`config.mk`:
```
export PLATFORM = sky130hd
export DESIGN_NAME = program_loader_flat
export DESIGN_NICKNAME = d
export VERILOG_FILES = /design/src/rtl/program_loader_if.sv /design/src/rtl/program_loader.sv /design/src/flat_wrapper.sv
export SDC_FILE = /design/constraint.sdc
export NUM_CORES = 1
export LEC_CHECK = 0
export CAP_MARGIN = 10
export CORE_ASPECT_RATIO = 1.4
export CORE_UTILIZATION = 30
export DETAILED_ROUTE_END_ITERATION = 8
export GPL_TIMING_DRIVEN = 0
export MAX_ROUTING_LAYER = met4
export SKIP_LAST_GASP = 1
export SYNTH_ARGS = -nofsm -noshare
export SYNTH_HDL_FRONTEND = slang
export SYNTH_SLANG_ARGS = --single-unit
```
`constraint.sdc`:
```
create_clock -name CLK -period 1.9 [get_ports CLK]
set_clock_uncertainty 0.05 [all_clocks]
set_input_delay 0.475 -clock CLK [delete_from_list [all_inputs] [get_ports CLK]]
set_output_delay 0.475 -clock CLK [all_outputs]
set_load 0.05 [all_outputs]
```
`src/rtl/program_loader_if.sv`:
```
// -----------------------------------------------------------------------------
// program_loader_if
//  Bundles the signals between the program loader, its byte source and the
//  program memory write port.
//
//  Signals
//   START       host -> loader   one-cycle pulse that begins a load
//   IN_VALID    host -> loader   IN_DATA holds a valid stream byte
//   IN_DATA     host -> loader   8-bit stream byte
//   IN_READY    loader -> host   loader accepts a byte this cycle
//   MEMWRITE    loader -> mem    one-cycle write strobe
//   MEMREAD     loader -> mem    tied low, the loader never reads
//   ADDR        loader -> mem    32-bit word address
//   WRITE_DATA  loader -> mem    32-bit packed word
//   CPU_HOLD    loader -> cpu    keeps the CPU in reset while loading
//   LOAD_DONE   loader -> host   load finished without error
//   LOAD_ERR    loader -> host   load finished with an error
//   WORD_CNT    loader -> host   words written in the current load
//
//  Modports
//   master : the host/stream side (drives START and the byte stream)
//   slave  : the loader itself
// -----------------------------------------------------------------------------
interface program_loader_if;
  logic        START;
  logic        IN_VALID;
  logic [7:0]  IN_DATA;
  logic        IN_READY;
  logic        MEMWRITE;
  logic        MEMREAD;
  logic [31:0] ADDR;
  logic [31:0] WRITE_DATA;
  logic        CPU_HOLD;
  logic        LOAD_DONE;
  logic        LOAD_ERR;
  logic [5:0]  WORD_CNT;

  modport master (
    output START, IN_VALID, IN_DATA,
    input  IN_READY, MEMWRITE, MEMREAD, ADDR, WRITE_DATA,
    input  CPU_HOLD, LOAD_DONE, LOAD_ERR, WORD_CNT
  );

  modport slave (
    input  START, IN_VALID, IN_DATA,
    output IN_READY, MEMWRITE, MEMREAD, ADDR, WRITE_DATA,
    output CPU_HOLD, LOAD_DONE, LOAD_ERR, WORD_CNT
  );
endinterface

```
`src/rtl/program_loader.sv`:
```
// -----------------------------------------------------------------------------
// program_loader
//  Boot-time writer for the program memory. A load starts with a START pulse,
//  takes a length byte N and then 4*N stream bytes, packs them LSB first into
//  32-bit words and writes them to consecutive word addresses starting at
//  BASE_ADDR. The CPU is held in reset while a load is in progress.
//
//  Optional feature (macro LOADER_CHECKSUM_EN): after the last word a trailer
//  byte is taken and compared with the XOR of all data bytes; a mismatch ends
//  the load with LOAD_ERR.
//
//  Parameters
//   DEPTH      maximum words per load (<= 63)
//   BASE_ADDR  word address of the first word written
//
//  Ports
//   CLK      clock, everything updates on posedge
//   RESET_N  asynchronous active-low reset
//   bus      program_loader_if.slave (stream in, memory write port out,
//            CPU_HOLD / status out); all outputs are registered
// -----------------------------------------------------------------------------
module program_loader #(
  parameter int          DEPTH     = 32,
  parameter logic [31:0] BASE_ADDR = 32'd0
) (
  input logic             CLK,
  input logic             RESET_N,
  program_loader_if.slave bus
);

  localparam logic [5:0] DEPTH_C = 6'(DEPTH);

  typedef enum logic [2:0] {
    S_IDLE    = 3'd0,
    S_LEN     = 3'd1,
    S_COLLECT = 3'd2,
    S_WRITE   = 3'd3,
    S_CSUM    = 3'd4,
    S_DONE    = 3'd5
  } state_t;

  state_t      state_r, state_s;
  logic [7:0]  len_r, len_s;
  logic [1:0]  byte_idx_r, byte_idx_s;
  logic [23:0] pack_r, pack_s;
  logic [5:0]  word_cnt_r, word_cnt_s;
  logic [5:0]  cnt_inc_s;
  logic [31:0] write_data_r, write_data_s;
  logic        load_done_r, load_done_s;
  logic        load_err_r, load_err_s;
  logic        in_ready_r, in_ready_s;
  logic        memwrite_r, memwrite_s;
  logic [31:0] addr_r, addr_s;
  logic        cpu_hold_r, cpu_hold_s;
  logic        accept_s;

`ifdef LOADER_CHECKSUM_EN
  logic [7:0]  csum_r, csum_s;

  function automatic logic [7:0] csum_fold(input logic [7:0] acc, input logic [7:0] data);
    return acc ^ data;
  endfunction
`endif

  assign accept_s = bus.IN_VALID & in_ready_r;

  // Saturating successor of the word counter.
  assign cnt_inc_s = (word_cnt_r == DEPTH_C) ? word_cnt_r : (word_cnt_r + 6'd1);

  // Next-state and datapath update logic of the load sequencer.
  always_comb begin
    state_s      = state_r;
    len_s        = len_r;
    byte_idx_s   = byte_idx_r;
    pack_s       = pack_r;
    word_cnt_s   = word_cnt_r;
    write_data_s = write_data_r;
    load_done_s  = load_done_r;
    load_err_s   = load_err_r;
`ifdef LOADER_CHECKSUM_EN
    csum_s       = csum_r;
`endif
    case (state_r)
      S_IDLE, S_DONE: begin
        if (bus.START) begin
          state_s     = S_LEN;
          word_cnt_s  = 6'd0;
          byte_idx_s  = 2'd0;
          load_done_s = 1'b0;
          load_err_s  = 1'b0;
`ifdef LOADER_CHECKSUM_EN
          csum_s      = 8'd0;
`endif
        end else begin
          state_s = state_r;
        end
      end
      S_LEN: begin
        if (accept_s) begin
          len_s = bus.IN_DATA;
          if (bus.IN_DATA == 8'd0) begin
            state_s     = S_DONE;
            load_done_s = 1'b1;
          end else if (bus.IN_DATA > {2'b00, DEPTH_C}) begin
            state_s    = S_DONE;
            load_err_s = 1'b1;
          end else begin
            state_s = S_COLLECT;
          end
        end else begin
          state_s = S_LEN;
        end
      end
      S_COLLECT: begin
        if (accept_s) begin
          byte_idx_s = byte_idx_r + 2'd1;
`ifdef LOADER_CHECKSUM_EN
          csum_s     = csum_fold(csum_r, bus.IN_DATA);
`endif
          case (byte_idx_r)
            2'd0:    pack_s[7:0]   = bus.IN_DATA;
            2'd1:    pack_s[15:8]  = bus.IN_DATA;
            2'd2:    pack_s[23:16] = bus.IN_DATA;
            2'd3: begin
              write_data_s = {bus.IN_DATA, pack_r};
              state_s      = S_WRITE;
            end
            default: pack_s = pack_r;
          endcase
        end else begin
          state_s = S_COLLECT;
        end
      end
      S_WRITE: begin
        word_cnt_s = cnt_inc_s;
        if ({2'b00, cnt_inc_s} == len_r) begin
`ifdef LOADER_CHECKSUM_EN
          state_s = S_CSUM;
`else
          state_s     = S_DONE;
          load_done_s = 1'b1;
`endif
        end else begin
          state_s = S_COLLECT;
        end
      end
`ifdef LOADER_CHECKSUM_EN
      S_CSUM: begin
        if (accept_s) begin
          state_s = S_DONE;
          if (bus.IN_DATA == csum_r) begin
            load_done_s = 1'b1;
          end else begin
            load_err_s = 1'b1;
          end
        end else begin
          state_s = S_CSUM;
        end
      end
`endif
      default: state_s = S_IDLE;
    endcase
  end

  // Next values of the registered outputs, derived from the upcoming state.
  always_comb begin
    in_ready_s = 1'b0;
    case (state_s)
      // The cycle following a write keeps IN_READY low, so the next byte is
      // taken no earlier than two edges after the write strobe ends.
      S_LEN, S_COLLECT: in_ready_s = (state_r != S_WRITE);
`ifdef LOADER_CHECKSUM_EN
      S_CSUM:           in_ready_s = (state_r != S_WRITE);
`endif
      default:          in_ready_s = 1'b0;
    endcase
    memwrite_s = (state_s == S_WRITE);
    if (memwrite_s) begin
      addr_s = BASE_ADDR + {26'd0, word_cnt_s};
    end else begin
      addr_s = 32'd0;
    end
    cpu_hold_s = (state_s != S_IDLE) && (state_s != S_DONE);
  end

  // State, datapath and output registers.
  always_ff @(posedge CLK or negedge RESET_N) begin
    if (!RESET_N) begin
      state_r      <= S_IDLE;
      len_r        <= 8'd0;
      byte_idx_r   <= 2'd0;
      pack_r       <= 24'd0;
      word_cnt_r   <= 6'd0;
      write_data_r <= 32'd0;
      load_done_r  <= 1'b0;
      load_err_r   <= 1'b0;
      in_ready_r   <= 1'b0;
      memwrite_r   <= 1'b0;
      addr_r       <= 32'd0;
      cpu_hold_r   <= 1'b0;
    end else begin
      state_r      <= state_s;
      len_r        <= len_s;
      byte_idx_r   <= byte_idx_s;
      pack_r       <= pack_s;
      word_cnt_r   <= word_cnt_s;
      write_data_r <= write_data_s;
      load_done_r  <= load_done_s;
      load_err_r   <= load_err_s;
      in_ready_r   <= in_ready_s;
      memwrite_r   <= memwrite_s;
      addr_r       <= addr_s;
      cpu_hold_r   <= cpu_hold_s;
    end
  end

`ifdef LOADER_CHECKSUM_EN
  // Running XOR of the data bytes of the current load.
  always_ff @(posedge CLK or negedge RESET_N) begin
    if (!RESET_N) begin
      csum_r <= 8'd0;
    end else begin
      csum_r <= csum_s;
    end
  end
`endif

  assign bus.IN_READY   = in_ready_r;
  assign bus.MEMWRITE   = memwrite_r;
  assign bus.MEMREAD    = 1'b0;
  assign bus.ADDR       = addr_r;
  assign bus.WRITE_DATA = write_data_r;
  assign bus.CPU_HOLD   = cpu_hold_r;
  assign bus.LOAD_DONE  = load_done_r;
  assign bus.LOAD_ERR   = load_err_r;
  assign bus.WORD_CNT   = word_cnt_r;

endmodule
```
`src/flat_wrapper.sv`:
```
// flat-port wrapper written by rule: the top's interface ports become plain ports
module program_loader_flat 
#(
  parameter int          DEPTH     = 32,
  parameter logic [31:0] BASE_ADDR = 32'd0
)
  (CLK, RESET_N, bus_START, bus_IN_VALID, bus_IN_DATA, bus_IN_READY, bus_MEMWRITE, bus_MEMREAD, bus_ADDR, bus_WRITE_DATA, bus_CPU_HOLD, bus_LOAD_DONE, bus_LOAD_ERR, bus_WORD_CNT);
  program_loader_if bus_i ();
  input logic CLK;
  input logic RESET_N;
  input wire logic [$bits(bus_i.START)-1:0] bus_START;
  input wire logic [$bits(bus_i.IN_VALID)-1:0] bus_IN_VALID;
  input wire logic [$bits(bus_i.IN_DATA)-1:0] bus_IN_DATA;
  output wire logic [$bits(bus_i.IN_READY)-1:0] bus_IN_READY;
  output wire logic [$bits(bus_i.MEMWRITE)-1:0] bus_MEMWRITE;
  output wire logic [$bits(bus_i.MEMREAD)-1:0] bus_MEMREAD;
  output wire logic [$bits(bus_i.ADDR)-1:0] bus_ADDR;
  output wire logic [$bits(bus_i.WRITE_DATA)-1:0] bus_WRITE_DATA;
  output wire logic [$bits(bus_i.CPU_HOLD)-1:0] bus_CPU_HOLD;
  output wire logic [$bits(bus_i.LOAD_DONE)-1:0] bus_LOAD_DONE;
  output wire logic [$bits(bus_i.LOAD_ERR)-1:0] bus_LOAD_ERR;
  output wire logic [$bits(bus_i.WORD_CNT)-1:0] bus_WORD_CNT;
  assign bus_i.START = bus_START;
  assign bus_i.IN_VALID = bus_IN_VALID;
  assign bus_i.IN_DATA = bus_IN_DATA;
  assign bus_IN_READY = bus_i.IN_READY;
  assign bus_MEMWRITE = bus_i.MEMWRITE;
  assign bus_MEMREAD = bus_i.MEMREAD;
  assign bus_ADDR = bus_i.ADDR;
  assign bus_WRITE_DATA = bus_i.WRITE_DATA;
  assign bus_CPU_HOLD = bus_i.CPU_HOLD;
  assign bus_LOAD_DONE = bus_i.LOAD_DONE;
  assign bus_LOAD_ERR = bus_i.LOAD_ERR;
  assign bus_WORD_CNT = bus_i.WORD_CNT;
  program_loader #(.DEPTH(DEPTH), .BASE_ADDR(BASE_ADDR)) u_core (.CLK(CLK), .RESET_N(RESET_N), .bus(bus_i));
endmodule
```
==> metrics.yaml, run 1 <==
outcome: "complete, but fails checks"
violations: "DRC, setup timing"
antenna_found_initial: 0
finalSetupTns_ps: -116.2
synth_area_mm2: 0.003881
grt_max_degree: 67
vias: 2868
tightest_slew_ps: 510.4
ff2ff_setup_slack_ps: 20
finalNonFillerCells: 624
slowest_delay_ps: 540
synth_edf_count: 0
avgSynthCellArea_um2: 10.78
hp-class: "in2reg"
maxCapViolCount: 0
hpwl_um: 6453
hold_viol_final: 0
nNetsFinal: 487
top_level_ports: 88
power.density_mw_per_mm2: 1679
htree_levels: 3
start_util_pct: 31.07
place_ws_ps: -842.2
drt-vias-per-instance: 4.596
final_cell_mix: "nand2_1, dfrtp_1, dlygate4sd2_1, mux2_2, buf_4"
num_rows: 48
ys_warn_count: 0
critPathKind: "in2reg"
switchingPower_mw: 3.813
place_inst: 597
holdWs_ps: 339.3
power.internal_mw: 5.270
drv_slew: 0
drt-pass1-iter-count: 8
grt_pass1_vias: 2829
synthAdderAreaFrac_pct: 1.934
grt_pass1_wl_um: 14460
seqPwrFrac_pct: 33.6
path_max_fanout: 4
muxShareOfSynthArea_pct: 11.90
globalRouteTotalUtil_pct: 14.54
wirelength_um: 9219
async_flop_share_pct: 100.0
clock_latency_ps: 340
synth_compound_area_share_pct: 6.319
netlist_instances: 360
yosysSeqAreaShare_pct: 55.45
synth-xor-area-share_pct: 1.805
ant_nets: 0
switching_share_pct: 41.98
clk_pin_slew_ps: 60
syn_to_final_growth_pct: 39.43
fp.dieH_um: 136.6
layout_commonest_cell: "nand2_1"
end_kind: "flop"
drive_gt1_share_pct: 31.22
fp.dieW_um: 98.13
cts-root-buf: "clkbuf_16"
die_area_mm2: 0.01340
clock.fmax_ghz: 0.5152
clock_sinks: 86
port_buffers: 60
clockBufferDepth: 2
tritoncts: "done"
crit_family: "simple AND/OR/NAND/NOR gates"
initialDrtViolationCount: 90
worst_ir_drop_vdd_v: 0.0007416
fin_area_mm2: 0.005411
cp_data_arrival_time_ps: 2100
post_dp_cell_area_mm2: 0.004826
drc_errors: 1
fin_crit_sh_pct: 102.2
ys_ff_latch: 86
yosys.area_share.simple_pct: 15.34
min_period_ps: 1941
worstPathCellList: "buf_12 > or4_4 > or3_4 > a311o_1 > a21oi_2 > nor2_1"
clkPwrFrac_pct: 20.6
num_antenna_cells: 0
worstSetupStartpointType: "input pin"
slew-limit-headroom_pct: 66.11
ys_types: 45
rsz0062_at_grt: "yes"
overflow: 0
p_leak_nw: 2.707
fin_ws_ps: -41.16
combPwrFrac_pct: 45.8
synth_top_family_by_area: "simple AND/OR/NAND/NOR gates"
worst-path-buf-inv: 1
critPathRequiredTime_ps: 2060
setup_viol: 3
cp_slowest_cell: "or4_4"
synthFlopType: "dfrtp_1"
wl_per_cell_um: 14.77
core-area_mm2: 0.01249
cts_inserted_buffers: 9
gp_congestion: 0.8627
[power by group through the flow]
| stage | clock network (mW) | registers [mW] | logic, mW |
|---|---|---|---|
| finish | 1.87 | 3.05 | 4.16 |
| global route | 1.99 | 3.15 | 4.42 |
| CTS | 1.91 | 3.05 | 3.91 |
| detailed placement | 0 | 3.09 | 3.94 |
| global placement | 0 | 3.06 | 3.88 |
| floorplan | 0 | 4.26 | 1.51 |
[state kept, by name (all words and copies together) (netlist names)]
| signal | cells |
|---|---|
| u_core.bus.LOAD_ERR | 1 |
| u_core.state_r | 3 |
| u_core.bus.CPU_HOLD | 1 |
| u_core.bus.WRITE_DATA | 32 |
| u_core.len_r | 8 |
| u_core.bus.WORD_CNT | 6 |
| u_core.bus.LOAD_DONE | 1 |
| u_core.pack_r | 24 |
| u_core.bus.ADDR | 6 |
| u_core.bus.MEMWRITE | 1 |
| u_core.byte_idx_r | 2 |
| u_core.bus.IN_READY | 1 |
[synthesized netlist by cell type (3+ instances only)]
cell type / number / area [µm²]
nand3_1: 3 / 15.01
dfrtp_1: 86 / 2152
clkbuf_1: 8 / 30.03
nand2b_1: 3 / 18.77
ha_1: 6 / 75.07
buf_4: 27 / 202.7
nor2b_1: 5 / 31.28
a21oi_1: 10 / 50.05
or3_1: 4 / 25.02
inv_1: 8 / 30.03
nor3_1: 4 / 20.02
xnor2_1: 5 / 43.79
nor2_1: 9 / 33.78
o21ai_0: 8 / 40.04
o211ai_1: 3 / 22.52
a31oi_1: 4 / 25.02
buf_1: 3 / 11.26
nand2_1: 88 / 330.3
xor2_1: 3 / 26.28
mux2_2: 41 / 461.7
[worst paths after layout]
kind / cells after the start / startpoint / endpoint
max reg2reg: 7 / u_core.bus.WORD_CNT[1] / u_core.state_r[0]
max: 6 / bus_IN_DATA[3] / u_core.bus.CPU_HOLD
min in group asynchronous: 2 / RESET_N / u_core.bus.WRITE_DATA[21]
max in group asynchronous: 3 / RESET_N / u_core.len_r[6]
min: 2 / bus_IN_DATA[3] / u_core.pack_r[19]
min reg2reg: 2 / u_core.pack_r[20] / u_core.bus.WRITE_DATA[20]
[layout make-up]
| class | instances | area [µm²] |
|---|---|---|
| Multi-Input combinational cell | 253 | 1740 |
| Clock inverter | 3 | 67.56 |
| Buffer | 37 | 276.5 |
| Sequential cell | 86 | 2158 |
| Clock buffer | 13 | 250.2 |
| Fill cell | 1255 | 7081 |
| Timing Repair Buffer | 73 | 693.2 |
| Inverter | 9 | 37.54 |
| Tap cell | 150 | 187.7 |
[cells by family (layout without fill, tap and decap cells)]
logic type / count (synthesis) / count (layout)
XOR/XNOR: 8 / 8
AND/OR/NAND/NOR: 133 / 133
other: 1 / 27
adder cells (fa/ha/maj): 6 / 6
multiplexers: 41 / 41
flip-flops: 86 / 86
AO/OA/AOI/OAI: 38 / 38
buffers and inverters: 47 / 135
[metal layers]
| metal | routed length [µm] | track usage, % | vias up |
|---|---|---|---|
| met5 | 0 | - | - |
| met4 | 148 | 5.804 | 0 |
| met2 | 4714 | 25.63 | 76 |
| li1 | - | - | 1382 |
| met3 | 350 | 2.298 | 9 |
| met1 | 4005 | 16.57 | 1401 |
[per-stage QoR]
step / power, mW / util (%)
3_3_place_gp: 6.941 / 38.43
3_5_place_dp: 7.028 / 38.63
4_1_cts: 8.859 / 41.68
5_1_grt: 9.562 / 43.32
2_1_floorplan: 5.772 / -
6_report: 9.083 / 43.32
[repair_timing]
item	CTS	global route
gates resized for setup	94	49
setup endpoints to repair	113	65
pin swaps	4	16
gates cloned	0	0
hold buffers	1	0
buffers inserted	2	9
endpoints found under the hold margin	20	0
Power figures use the tool's default switching activity.
==> run 2, diff against run 1 <==
- CORE_MARGIN: default -> 4
- RECOVER_POWER: default -> 100
==> run 2 against run 1 <==
The flow finishes with violations (setup timing). Global-route usage down 1.1 points. Combinational power down 2%. Total power down 3.2%. Non-clock buffer count up 4. Sequential share of layout area up 0.66 points. Via count up 0.94%. Clock power down 11%. Worst hold slack worse by 130 ps.
==> metrics.yaml, run 2 (same netlist as run 1, synthesis figures left out) <==
syn_to_final_growth_pct: 37.17
globalRouteTotalUtil_pct: 13.44
worst_ir_drop_vdd_v: 0.0007871
seqPwrFrac_pct: 34.5
fp.dieW_um: 104.1
htree_levels: 3
maxCapViolCount: 0
clock_latency_ps: 340
vias: 2895
largest_reg_flops: 32
min_period_ps: 1936
die_area_mm2: 0.01485
slew-limit-headroom_pct: 40.10
clock_sinks: 86
end_kind: "flop"
drive_gt1_share_pct: 31.45
antenna_found_initial: 0
hpwl_um: 6669
drt-vias-per-instance: 4.617
hp-class: "in2async"
wirelength_um: 9513
gp_congestion: 0.8209
grt_pass1_wl_um: 14880
hold_viol_final: 0
fp.dieH_um: 142.6
overflow: 0
cts-root-buf: "clkbuf_16"
ff2ff_setup_slack_ps: -40
violations: "setup timing"
fill_cells: 1201
path_max_fanout: 5
core-area_mm2: 0.01249
num_antenna_cells: 0
place_ws_ps: -834.9
finalNonFillerCells: 627
finalSetupTns_ps: -36.48
p_leak_nw: 2.699
cp_data_arrival_time_ps: 2110
drt-pass1-iter-count: 4
clk_pin_slew_ps: 60
initialDrtViolationCount: 86
switchingPower_mw: 3.759
grt_pass1_vias: 2891
rsz0062_at_grt: "yes"
clockBufferDepth: 2
start_util_pct: 31.07
worstRegToRegCells: 8
tritoncts: "done"
port_buffers: 60
drc_errors: 0
ant_nets: 0
combPwrFrac_pct: 46.5
layout_commonest_cell: "nand2_1"
clkPwrFrac_pct: 18.9
critPathKind: "reg2reg"
clock.fmax_ghz: 0.5164
final_cell_mix: "nand2_1, dfrtp_1, dlygate4sd2_1, buf_4, mux2_2"
drv_slew: 0
cts_inserted_buffers: 9
power.density_mw_per_mm2: 1652
worstSetupStartpointType: "flop"
top_level_ports: 88
grt_max_degree: 52
switching_share_pct: 42.74
num_rows: 48
wl_per_cell_um: 15.17
nNetsFinal: 491
outcome: "complete, but fails checks"
setup_viol: 1
power.internal_mw: 5.037
tightest_slew_ps: 898.5
place_inst: 597
fin_crit_sh_pct: 101.9
fin_ws_ps: -36.48
critPathRequiredTime_ps: 2070
-- run 2: cell types whose count changed in the layout (fill, tap and decap cells not counted), moves of 2 or more --
cell / before / now
buf_4: 37 / 42
buf_6: 5 / 2
bufinv_16: 2 / 0
clkbuf_2: 4 / 7
clkbuf_4: 1 / 3
clkbuf_8: 2 / 4
clkdlybuf4s50_1: 3 / 1
clkinvlp_4: 2 / 0
xor2_1: 1 / 3
xor2_2: 2 / 0
-- run 2: final timing paths --
| path | start | endpoint |
|---|---|---|
| min reg2reg | u_core.pack_r[14] | u_core.bus.WRITE_DATA[14] |
| min | RESET_N | u_core.bus.WRITE_DATA[22] |
| max | u_core.bus.WORD_CNT[0] | u_core.state_r[0] |
| max reg2reg | u_core.bus.WORD_CNT[0] | u_core.state_r[0] |
| min in group CLK | bus_IN_DATA[1] | u_core.len_r[1] |
| max in group asynchronous | RESET_N | u_core.bus.WORD_CNT[4] |
-- run 2: critical path: stages (launching register included) --
cell       delay, ps
dfrtp_2          450
inv_2             80
ha_4             130
nand4bb_4        160
or2_4            310
a31oi_4          210
nor4_2            50
buf_4            160
a211o_1          220
-- run 2: final cells by class --
cell class	instances	area [µm²]	share of cell area [%]
Timing Repair Buffer	77	681.9	12.81
Inverter	9	35.03	0.6580
Tap cell	150	187.7	3.525
Buffer	37	265.3	4.982
Multi-Input combinational cell	253	1717	32.24
Sequential cell	86	2158	40.54
Clock inverter	1	5.005	0.09401
Clock buffer	14	274.0	5.147
-- run 2: what timing repair did --
item,in CTS,in global routing
hold buffers,0,0
endpoints found under the setup margin,111,77
buffers inserted,7,10
pin swaps,6,12
resized for setup,90,50
-- run 2: metal layers --
layer,vias up,track usage [%],share of wire (%)
li1,1393,-,-
met1,1405,14.74,42
met2,80,22.44,52
met3,17,3.949,4.2
met4,0,6.513,2.6
met5,-,-,0
-- run 2: power groups by stage --
| stage | combinational, mW | sequential [mW] | clock [mW] |
|---|---|---|---|
| 2_1_floorplan | 1.51 | 4.26 | 0 |
| 3_3_place_gp | 3.89 | 3.06 | 0 |
| 4_1_cts | 3.93 | 3.03 | 1.71 |
| 3_5_place_dp | 3.95 | 3.09 | 0 |
| 6_report | 4.09 | 3.04 | 1.67 |
| 5_1_grt | 4.38 | 3.14 | 1.79 |
-- run 2: metrics by stage --
| step | utilization, % | area (µm²) | hold slack, ps | total power, mW |
|---|---|---|---|---|
| finish | 42.62 | 5324 | 206.2 | 8.796 |
| global route | 42.62 | 5324 | 276.6 | 9.305 |
| CTS | 41.34 | 5164 | 61.78 | 8.674 |
| detailed placement | 38.63 | 4826 | 396.3 | 7.039 |
| global placement | 38.43 | 4801 | 393.4 | 6.946 |
| floorplan | - | 4013 | 129.4 | 5.772 |
==> run 3, diff against run 2 <==
- HOLD_SLACK_MARGIN: default -> 0.05
==> results of run 3 <==
Final layout, timing and power as in run 2 (identical DEF).
